File: src/rtl/sds_frame_min.sv
// Framed minimum-distance reducer: folds a stream of (distance, state) candidates
// into the single surviving minimum per frame, with a selectable tie-break rule.
module sds_frame_min #(
   parameter int DIS_W    = 12,
   parameter int STATE_W  = 6,
   parameter int NUM_CAND = 64,
   parameter int TIE_LAST = 1,
   parameter int CNT_W    = $clog2(NUM_CAND + 1)
) (
   input  logic               clk,
   input  logic               rst,
   input  logic               di_valid,
   output logic               di_ready,
   input  logic               di_first,
   input  logic               di_last,
   input  logic [DIS_W-1:0]   di_dis,
   input  logic [STATE_W-1:0] di_state,
   output logic               do_valid,
   input  logic               do_ready,
   output logic [DIS_W-1:0]   do_dis,
   output logic [STATE_W-1:0] do_state,
   output logic [CNT_W-1:0]   do_count,
   output logic               do_err
);

   typedef enum logic [0:0] {
      IDLE = 1'b0,
      ACC  = 1'b1
   } state_t;

   localparam logic [CNT_W-1:0] CNT_ONE  = CNT_W'(1);
   localparam logic [CNT_W-1:0] CNT_MAX  = {CNT_W{1'b1}};
   localparam logic [CNT_W-1:0] CNT_EXP  = CNT_W'(NUM_CAND);

   state_t               state_r, state_nxt_s;
   logic [DIS_W-1:0]     acc_dis_r, acc_dis_nxt_s;
   logic [STATE_W-1:0]   acc_state_r, acc_state_nxt_s;
   logic [CNT_W-1:0]     cnt_r, cnt_nxt_s;
   logic                 restart_r, restart_nxt_s;
   logic                 beat_s, open_s, replace_s, close_s;

   // A pending result that downstream has not taken blocks new beats.
   assign di_ready = !(do_valid && !do_ready);
   assign beat_s   = di_valid && di_ready;
   assign close_s  = beat_s && di_last;

   // Next-state and accumulator update for one accepted beat.
   always_comb begin
      state_nxt_s     = state_r;
      acc_dis_nxt_s   = acc_dis_r;
      acc_state_nxt_s = acc_state_r;
      cnt_nxt_s       = cnt_r;
      restart_nxt_s   = restart_r;
      open_s          = 1'b0;
      replace_s       = 1'b0;
      if (beat_s) begin
         case (state_r)
            IDLE:    open_s = 1'b1;
            ACC:     open_s = di_first;
            default: open_s = 1'b1;
         endcase
         if (open_s) begin
            acc_dis_nxt_s   = di_dis;
            acc_state_nxt_s = di_state;
            cnt_nxt_s       = CNT_ONE;
            restart_nxt_s   = (state_r == ACC);
         end else begin
            if (TIE_LAST != 0) begin
               replace_s = (di_dis <= acc_dis_r);
            end else begin
               replace_s = (di_dis < acc_dis_r);
            end
            if (replace_s) begin
               acc_dis_nxt_s   = di_dis;
               acc_state_nxt_s = di_state;
            end else begin
               acc_dis_nxt_s   = acc_dis_r;
               acc_state_nxt_s = acc_state_r;
            end
            if (cnt_r != CNT_MAX) begin
               cnt_nxt_s = cnt_r + CNT_ONE;
            end else begin
               cnt_nxt_s = cnt_r;
            end
         end
         if (di_last) begin
            state_nxt_s = IDLE;
         end else begin
            state_nxt_s = ACC;
         end
      end else begin
         state_nxt_s = state_r;
      end
   end

   // State, accumulator and result registers; closing a frame overrides consumption.
   always_ff @(posedge clk) begin
      if (rst) begin
         state_r     <= IDLE;
         acc_dis_r   <= {DIS_W{1'b0}};
         acc_state_r <= {STATE_W{1'b0}};
         cnt_r       <= {CNT_W{1'b0}};
         restart_r   <= 1'b0;
         do_valid    <= 1'b0;
         do_dis      <= {DIS_W{1'b0}};
         do_state    <= {STATE_W{1'b0}};
         do_count    <= {CNT_W{1'b0}};
         do_err      <= 1'b0;
      end else begin
         state_r     <= state_nxt_s;
         acc_dis_r   <= acc_dis_nxt_s;
         acc_state_r <= acc_state_nxt_s;
         cnt_r       <= cnt_nxt_s;
         restart_r   <= restart_nxt_s;
         if (close_s) begin
            do_valid <= 1'b1;
            do_dis   <= acc_dis_nxt_s;
            do_state <= acc_state_nxt_s;
            do_count <= cnt_nxt_s;
            do_err   <= (cnt_nxt_s != CNT_EXP) || restart_nxt_s;
         end else if (do_ready) begin
            do_valid <= 1'b0;
         end else begin
            do_valid <= do_valid;
         end
      end
   end

endmodule

File: config.mk
export PLATFORM = sky130hd
export DESIGN_NAME = sds_frame_min
export DESIGN_NICKNAME = d
export VERILOG_FILES = /design/src/rtl/sds_frame_min.sv
export SDC_FILE = /design/constraint.sdc
export NUM_CORES = 1
export LEC_CHECK = 0
export CORE_ASPECT_RATIO = 1.4
export CORE_UTILIZATION = 54
export CTS_BUF_LIST = sky130_fd_sc_hd__clkbuf_16
export CTS_CLUSTER_SIZE = 28
export DETAILED_ROUTE_END_ITERATION = 8
export PLACE_DENSITY = 0.8
export SYNTH_ARGS = -nofsm -noshare
export SYNTH_HDL_FRONTEND = slang
export SYNTH_SLANG_ARGS = --single-unit
File: constraint.sdc
create_clock -name clk -period 2.8 [get_ports clk]
set_clock_uncertainty 0.05 [all_clocks]
set_input_delay 0.84 -clock clk [delete_from_list [all_inputs] [get_ports clk]]
set_output_delay 0.84 -clock clk [all_outputs]
set_load 0.03 [all_outputs]
# == After elaboration in Yosys (flattened, before gate mapping) ==
# Index checks and enable logic that the tools add are counted.
# word_totals
output_inout_bits,28
reg_bits,54
inputBits,24
# op_classes
add_sub_neg,1
magnitude_cmp,1
n_bitwise,1
n_reduce_logical,7
mux,18
n_eq_ne,2
# ops
cell,count
12-bit 2-to-1 mux,3
7-bit 2-to-1 mux,3
6-bit 2-to-1 mux,3
"7-bit != test, second input constant",2
12-bit less-or-equal comparator,1
1-bit 2-to-1 mux,8
"7-bit by 1-bit adder with 7-bit output, second input constant",1
1-bit logical AND,3
1-bit logical NOT,2
1-bit case mux with 2 select lines,1
2-bit nonzero test,1
1-bit logical OR,1
1-bit NOT,1

# == Depth between registers and ports, before layout ==
# Gate-level depths: netlist (run 1).
# logic_depth
ltp_word,10
depth_mapped,9

# == Least setup slack after synthesis (run 1) ==
# No wires, ideal clock.
# synth_timing
path_kind,input to register
start,input di_dis[9]
end,register do_dis[0]
path_stages,8
n_path_buf,2
t_arrival_ns,2.310
setup_slack_ns,0.324
t_required_ns,2.634
cell_sequence,ha_1 a21o_1 a21oi_2 o22a_1 buf_2 clkbuf_1 nand4_1 o211a_1
# synth_between
elab_chain_cells,6
# synth_rtl
item,line,rtl
start: declaration,16,"input logic [DIS_W-1:0] di_dis,"
12-bit less-or-equal comparator,69,replace_s = (di_dis <= acc_dis_r);
1-bit 2-to-1 mux,62,if (open_s) begin
1-bit 2-to-1 mux,56,if (beat_s) begin
12-bit 2-to-1 mux,73,if (replace_s) begin
12-bit 2-to-1 mux,62,
12-bit 2-to-1 mux,56,
end signal: assignment,105,do_dis <= {DIS_W{1'b0}};
end signal: assignment,117,do_dis <= acc_dis_nxt_s;
end: declaration,20,"output logic [DIS_W-1:0] do_dis,"
# Every way passes these cells. The select of a mux whose other input is x is not followed.
# A chain may end at the register's enable or synchronous reset.

# == Worst setup path after layout (run 1) ==
# layout_timing
start,input di_dis[3]
end,register acc_dis_r[2]
# layout_between
elab_chain_cells,6
# layout_rtl
item,line,rtl
12-bit less-or-equal comparator,69,
1-bit 2-to-1 mux,62,
1-bit 2-to-1 mux,56,
12-bit 2-to-1 mux,73,
12-bit 2-to-1 mux,62,
12-bit 2-to-1 mux,56,
end signal: assignment,100,acc_dis_r <= {DIS_W{1'b0}};
end signal: assignment,111,acc_dis_r <= acc_dis_nxt_s;
end: declaration,36,"logic [DIS_W-1:0] acc_dis_r, acc_dis_nxt_s;"
# Every way passes these cells. The select of a mux whose other input is x is not followed.

==> flow_summary.yaml, run 1 <==
run_status:
  status: "finished, final reports clean"
global_routing:
  grt_first_pass_wirelength_um: 15900
  grt_use_total_pct: 32.0
  grt_pass1_vias: 3411
  grt_overflow: 0
  grt_antenna_before_repair: 0
  grt_max_degree: 35
floorplan:
  core_um2: 5950
  dieArea_um2: 6560
  initial_core_util_pct: 56.6
  die_h_um: 95.4
  die-width_um: 68.7
  io_pins: 52
  rows: 33
pwr:
  power.density_nw_per_um2: 505
  p_leak_uw: 0.00181
  irDropWorstVdd_mv: 0.294
timing:
  relSlewSlack_pct: 73.2
  setup_ws_ns: 0.0753
  setup_viol: 0
  fmax_mhz: 367
  slew_viol_final: 0
  hold_viol: 0
  worst_slew_pin_slew_ns: 0.401
  finalCritPeriodShare_pct: 97.3
  period_minus_slack_ns: 2.72
critical_path:
  max_stage_delay_ns: 0.47
  cp_slowest_cell: "clkdlybuf4s50_1"
  worstSetupStartpointType: "input port"
  crit_path_end_kind: "register"
  crit_type: "in -> reg"
  cp_max_fo: 18
  cp.required_ns: 2.92
  arrival_ns: 2.84
  crit_chain: "clkdlybuf4s50_1 -> ha_1 -> a21oi_1 -> a211oi_4 -> buf_4 -> o31ai_1 -> nand3_1"
logic_synthesis:
  synth_edf_count: 0
  synth_top_area_share_pct: 32.1
  synth_nets: 456
  synth.largest_area_cell: "dfxtp_1"
  ys.warnings.count: 0
  synth_area_um2: 3370
  synthesis.area_per_instance_um2: 8.04
  synthFlopType: "dfxtp_1"
  ys_types: 46
  ys_seq_area_share_pct: 32.1
  synth-seq-cells: 54
  yosysMostFrequentCell: "dfxtp_1"
  synth_common_cells: "dfxtp_1, nand4_1, nor2_1, clkbuf_1"
  synth_area_leaders: "dfxtp_1, nand4_1, o211a_1"
  ys_async_sr_fraction_pct: 0
  syn_inst: 419
route:
  vias_per_cell: 6.77
  drc: 0
  wire_per_inst_um: 18.3
  firstDrtPassIters: 5
  ant_nets: 0
  drt_iter0_drc: 291
  routed_wl_um: 9930
  vias: 3670
place:
  gp_congestion: 0.895
  post_dp_cell_area_um2: 4110
  hpwl_um: 6590
  dp_cells: 534
  place_ws_ns: -0.166
  numPortBuffers: 51
final_layout:
  regArea_um2: 1080
  drive_gt1_share_pct: 12.1
  instances_no_fill: 542
  diodes: 0
  fill_cells: 482
  nNetsFinal: 508
  final_area_um2: 4280
  multi_input_area_um2: 2060
  area_delta_synth_final_pct: 27.2
clock_network:
  cts.sinks: 54
  clkTransAtPathRegs_ns: 0.07
  cts_resized: 0
  post_cts_buffers: 0
  hold_buffers: 0
  cts_buffers: 5
  cts_tree: "built"
  htreeDepth: 2
  insertion_delay_ns: 0.30
  clock_path_buffers: 2
  clock-root-buffer: "clkbuf_16"
job:
  drv_cap: 0
hold_path:
  min_path_type: "reg -> reg"
## per-layer routing
layer	GRT usage (%)	share of wire (%)	vias to the layer above
met5	0	0	-
met4	16.2	3.6	0
met3	4.67	6.1	38
met2	53.2	50	168
met1	39.0	41	1753
li1	-	-	1711
## state kept, by name (all words and copies together) (netlist names)
| signal | cells |
|---|---|
| do_err | 1 |
| do_valid | 1 |
| acc_dis_r | 12 |
| state_r | 1 |
| cnt_r | 7 |
| do_state | 6 |
| do_count | 7 |
| acc_state_r | 6 |
| restart_r | 1 |
| do_dis | 12 |
## cell usage in the layout (no fill, tap or decap), drive strengths merged, types with 2 or more instances in the layout
master / instances
o22ai: 2
o22a: 2
a22oi: 2
and3: 28
dfxtp: 54
nand2b: 2
nor2: 33
a32oi: 18
and2: 2
o211a: 18
ha: 13
a21o: 2
clkdlybuf4s50: 50
o21a: 3
buf: 38
nand2: 5
a211oi: 4
a21oi: 29
nand3: 23
nor3b: 3
nor3: 16
o21ai: 23
nor2b: 2
xnor2: 4
o211ai: 2
o2111ai: 2
inv: 16
a31oi: 2
clkinv: 3
nand4: 40
clkbuf: 5
o31ai: 19
## path summary, 6_finish.rpt
kind                              startpoint      endpoint  slack, ns  depth (start not counted)
worst max-delay path               di_dis[3]  acc_dis_r[2]       0.08                          7
worst min register to register   do_count[6]   do_count[6]       0.41                          2
worst min-delay path             do_count[6]   do_count[6]       0.41                          2
worst max register to register  acc_dis_r[9]  acc_dis_r[2]       0.72                          8
## through the flow
stage | setup TNS [ns] | power [µW] | utilization [%] | hold slack (ns)
final | 0 | 2160 | 72.0 | 0.413
after global routing | -0.00344 | 2250 | 72.0 | 0.444
after CTS | 0 | 2160 | 71.9 | 0.414
after detailed placement | -4.40 | 1460 | 69.1 | 0.401
after global placement | -3.57 | 1450 | 69.1 | 0.399
after floorplan | 0 | 1240 | - | 0.434
## power breakdown
part           switching [µW]  internal (µW)
clock                     286            419
combinational             355            236
sequential               40.2            828
## cell families (layout without fill, tap and decap cells)
family                     after synthesis  in the layout  synth area share, %
and+or+nand+nor                        155            155                 25.2
DFF                                     54             54                 32.1
buffers and inverters                   60            113                 7.25
adders and majority gates               13             13                 4.83
xor gates and xnor gates                 4              4                 1.04
AOI/OAI and AO/OA                      132            132                 29.3
muxes                                    1              1                0.334
## cell type report
type,instances,share of cell area (%)
multi-input combinational,305,48.1
sequential,54,25.2
timing repair buffer,88,19.2
clock buffer,5,2.92
tap,70,2.05
inverter,17,1.49
clock inverter,3,0.935
## critical path: cells and delay by family
family                   cells  cell delay [ns]
AO/OA/AOI/OAI                3             0.80
adder cells (fa/ha/maj)      1             0.37
buffers and inverters        2             0.71
AND/OR/NAND/NOR              1             0.12
No activity file was read; power rests on OpenSTA's default activity.
==> run 2, diff against run 1 <==
- CORE_MARGIN: unset -> 3
==> run 2 against run 1 <==
  * Worst hold slack better by 0.0028 ns
  * Sequential power about the same
  * Sequential share of layout area about the same
  * Non-clock buffer count up 1
  * Global-route usage down 4.4 points
  * Maximum frequency up 1.6%
  * Register-to-register slack better by 0.05 ns
  * Critical endpoint is now di_ready
  * Largest power group unchanged
  * Highest routed layer unchanged
==> flow_summary.yaml, run 2 (synthesized netlist as in run 1, its figures left out) <==
route:
  wire_per_inst_um: 18.1
  drt_iter0_drc: 308
  vias: 3649
  vias_per_cell: 6.73
  firstDrtPassIters: 5
  drc: 0
  ant_nets: 0
  routed_wl_um: 9790
critical_path:
  crit_type: "in -> out"
  cp_max_fo: 9
  r2r-end: "acc_state_r[4]"
  ff2ff_path_depth: 8
  rr_startpoint: "acc_dis_r[9]"
  cp.required_ns: 1.91
  arrival_ns: 1.79
  worstSetupStartpointType: "input port"
  crit_path_end_kind: "output port"
  rrSetupSlack_ns: 0.77
clock_network:
  hold_buffers: 0
  clock_path_buffers: 2
  clkTransAtPathRegs_ns: 0.07
  insertion_delay_ns: 0.29
  clock-root-buffer: "clkbuf_16"
  cts.sinks: 54
  post_cts_buffers: 0
  cts_buffers: 5
  cts_tree: "built"
  htreeDepth: 2
  cts_resized: 0
final_layout:
  drive_gt1_share_pct: 11.7
  instances_no_fill: 542
  area_delta_synth_final_pct: 27.1
  reg_top3: "acc_dis_r (12), do_dis (12)"
  mostFrequentLayoutCells: "dfxtp_1, clkdlybuf4s50_1, nand4_1"
  diodes: 0
  fill_cells: 501
  nNetsFinal: 509
  final_common_cell: "dfxtp_1"
timing:
  setup_ws_ns: 0.117
  slew_viol_final: 0
  worst_slew_pin_slew_ns: 0.365
  finalCritPeriodShare_pct: 95.8
  period_minus_slack_ns: 2.68
  setup_viol: 0
  hold_ws_ns: 0.415
  fmax_mhz: 373
  rsz0062_at_grt: "no"
  relSlewSlack_pct: 75.6
  hold_viol: 0
hold_path:
  min_path_type: "reg -> reg"
  worstHoldStart: "do_count[6]"
  hold-path-cell-count: 2
  min_to: "do_count[6]"
global_routing:
  grt_first_pass_wirelength_um: 16300
  grt_pass1_vias: 3579
  grt_max_degree: 63
  grt_use_total_pct: 27.5
  grt_overflow: 0
  grt_antenna_before_repair: 0
floorplan:
  rows: 33
  initial_core_util_pct: 56.6
  die-width_um: 72.7
  die_h_um: 99.4
  io_pins: 52
  core_um2: 5950
  dieArea_um2: 7230
place:
  gp_congestion: 0.899
  hpwl_um: 6450
  dp_cells: 535
  place_ws_ns: -0.131
  numPortBuffers: 51
pwr:
  p_leak_uw: 0.00181
  power.density_nw_per_um2: 503
  irDropWorstVdd_mv: 0.290
job:
  drv_cap: 0
run_status:
  status: "finished, final reports clean"
==> run 2: cell count changes in the layout (fill, tap and decap cells not counted) <==
| cell | before | now |
|---|---|---|
| o31ai_2 | 1 | 0 |
| buf_4 | 35 | 36 |
| o31ai_1 | 17 | 18 |
| clkinv_2 | 2 | 0 |
| clkinv_1 | 1 | 2 |
==> run 2: routing by layer <==
metal	vias up	wire, µm	global-route usage (%)
met3	14	577	3.34
met1	1762	4040	34.7
met4	0	139	9.66
met2	155	5030	47.6
met5	-	0	0
li1	1718	-	-
==> run 2: worst max path at each step <==
stage / from / to / slack (ns) / cells after the start
after floorplan: di_dis[9] / do_dis[0] / 0.32 / 8
after global placement: di_dis[3] / do_dis[7] / -0.11 / 7
after detailed placement: di_dis[9] / acc_state_r[5] / -0.13 / 8
after CTS: do_ready / di_ready / 0.13 / 3
after global routing: di_dis[7] / acc_dis_r[10] / 0.03 / 9
final: do_ready / di_ready / 0.12 / 3
==> run 2: power breakdown <==
| part | internal [µW] | switching [µW] |
|---|---|---|
| Combinational | 243 | 349 |
| Clock | 414 | 276 |
| Sequential | 828 | 41.3 |
| Total | 1490 | 667 |
==> run 2: through the flow <==
stage                     TNS (ns)  util (%)  instance area, µm²  power, µW
final                            0      71.9                4280       2150
after global routing             0      71.9                4280       2240
after CTS                        0      71.9                4280       2160
after detailed placement     -3.57      69.3                4120       1470
after global placement       -2.86      69.3                4120       1460
after floorplan                  0         -                3370       1240
==> run 2: worst max-delay path, cell delays in order <==
cell and delay [ns]:
clkdlybuf4s50_1 0.45, nand2b_1 0.28, buf_4 0.23
==> run 2: final cells by class <==
type	instances	area (µm²)	area share (%)
multi-input combinational	305	2060	48.1
tap	70	87.6	2.05
inverter	17	63.8	1.49
timing repair buffer	89	831	19.4
clock inverter	2	33.8	0.790
sequential	54	1080	25.3
clock buffer	5	125	2.92
==> run 3, diff against run 2 <==
- GPL_TIMING_DRIVEN: unset -> 0
==> run 3 against run 2 <==
  * Clock-buffer cell count unchanged
  * Total power down 2.0%
  * Design area up 1.6%
  * Critical path depth up 5
  * Die area unchanged
  * Maximum frequency down 6.2%
  * The flow now finishes with violations (negative setup slack)
  * Global-route usage up 3.2 points
  * Sequential cell count unchanged
  * Sequential power about the same
  * Setup slack worse by 0.18 ns
  * Largest cell class unchanged
  * Largest power group unchanged
  * Cell count up 3.1%
  * Utilization up 1.2 points
==> flow_summary.yaml, run 3 (synthesized netlist as in run 1, its figures left out) <==
route:
  drt_iter0_drc: 528
  vias: 3920
  firstDrtPassIters: 6
  drc: 0
  vias_per_cell: 7.01
  routed_wl_um: 11700
  ant_nets: 0
  wire_per_inst_um: 21.0
final_layout:
  final_common_cell: "dfxtp_1"
  area_delta_synth_final_pct: 29.1
  reg_top3: "acc_dis_r (12), do_dis (12)"
  postLayoutCoreUtil_pct: 73.1
  nNetsFinal: 525
  regArea_um2: 1080
  instances_no_fill: 559
  mostFrequentLayoutCells: "dfxtp_1, clkdlybuf4s50_1, nand4_1"
  drive_gt1_share_pct: 12.5
  diodes: 0
  fill_cells: 472
  multi_input_area_um2: 2130
timing:
  worst_slew_pin_slew_ns: 0.596
  rsz0062_at_grt: "yes"
  setup_ws_ns: -0.0593
  hold_viol: 0
  finalCritPeriodShare_pct: 102
  relSlewSlack_pct: 60.3
  period_minus_slack_ns: 2.86
  hold_ws_ns: 0.407
  setup_viol: 9
  slew_viol_final: 0
  fmax_mhz: 350
floorplan:
  dieArea_um2: 7230
  die-width_um: 72.7
  initial_core_util_pct: 56.6
  rows: 33
  die_h_um: 99.4
  io_pins: 52
  core_um2: 5950
critical_path:
  rr_startpoint: "acc_dis_r[1]"
  r2r-end: "acc_dis_r[11]"
  ff2ff_path_depth: 9
  cp_max_fo: 10
  crit_type: "in -> reg"
  arrival_ns: 2.97
  crit_path_end_kind: "register"
  rrSetupSlack_ns: 0.43
  cp.required_ns: 2.91
  worstSetupStartpointType: "input port"
run_status:
  status: "finished, violations left"
  violations: "negative setup slack"
clock_network:
  clock-root-buffer: "clkbuf_16"
  cts_tree: "built"
  hold_buffers: 0
  insertion_delay_ns: 0.29
  cts.sinks: 54
  clock_path_buffers: 2
  cts_buffers: 5
  clkTransAtPathRegs_ns: 0.07
  htreeDepth: 2
place:
  dp_cells: 538
  numPortBuffers: 49
  hpwl_um: 7300
  gp_congestion: 0.952
  place_ws_ns: -0.535
job:
  drv_cap: 0
hold_path:
  min_path_type: "reg -> reg"
  hold-path-cell-count: 2
  min_to: "do_count[2]"
  worstHoldStart: "do_count[2]"
global_routing:
  grt_antenna_before_repair: 0
  grt_use_total_pct: 30.7
  grt_pass1_vias: 3823
  grt_max_degree: 16
  grt_first_pass_wirelength_um: 18200
  grt_overflow: 0
pwr:
  power.density_nw_per_um2: 486
  total_power_uw: 2110
  irDropWorstVdd_mv: 0.403
  p_leak_uw: 0.00183
[run 3: worst max-delay path by stage]
| stage | start | slack, ns | cells after the start | end |
|---|---|---|---|---|
| detailed placement | di_dis[1] | -0.53 | 9 | do_state[0] |
| global placement | di_dis[3] | -0.51 | 8 | do_dis[2] |
| floorplan | di_dis[9] | 0.32 | 8 | do_dis[0] |
| finish | di_dis[3] | -0.06 | 8 | acc_dis_r[11] |
| global route | di_dis[4] | -0.11 | 10 | acc_dis_r[11] |
| CTS | di_dis[11] | -0.02 | 9 | acc_dis_r[7] |
[run 3: power by group]
part / switching [µW] / internal [µW] / total (µW)
logic: 390 / 244 / 634
clock network: 280 / 325 / 604
registers: 44.1 / 828 / 872
[run 3: metrics by stage]
stage	TNS [ns]	cell area [µm²]
after detailed placement	-16.88	3950
after global routing	-1.99	4350
after floorplan	0	3370
after global placement	-15.44	3950
after CTS	-0.0233	4210
final	-0.0954	4350
[run 3: worst max-delay path, cell delays in order]
cell,delay (ns)
clkdlybuf4s50_1,0.46
ha_1,0.37
a21oi_2,0.27
a211oi_4,0.11
buf_4,0.15
clkbuf_2,0.22
o31ai_1,0.38
nand3_1,0.16
[run 3: area by class of cell]
cell class,count,share of cell area [%]
Clock inverter,3,0.288
Inverter,17,1.50
Clock buffer,5,2.88
Buffer,43,5.53
Timing Repair Buffer,62,13.9
Tap cell,70,2.01
Multi-Input combinational cell,305,49.0
Sequential cell,54,24.9
[run 3: per-layer routing]
layer	GRT usage [%]	up-vias	wire (µm)
met5	0	-	0
li1	-	1748	-
met4	13.4	0	470
met1	38.4	1825	4430
met3	4.45	59	1040
met2	51.7	288	5790
[run 3: repair_timing]
item	in CTS	in global routing
resized for setup	31	29
pin swaps	4	10
endpoints found under the setup margin	37	37
cloned	0	1
buffers inserted	6	6
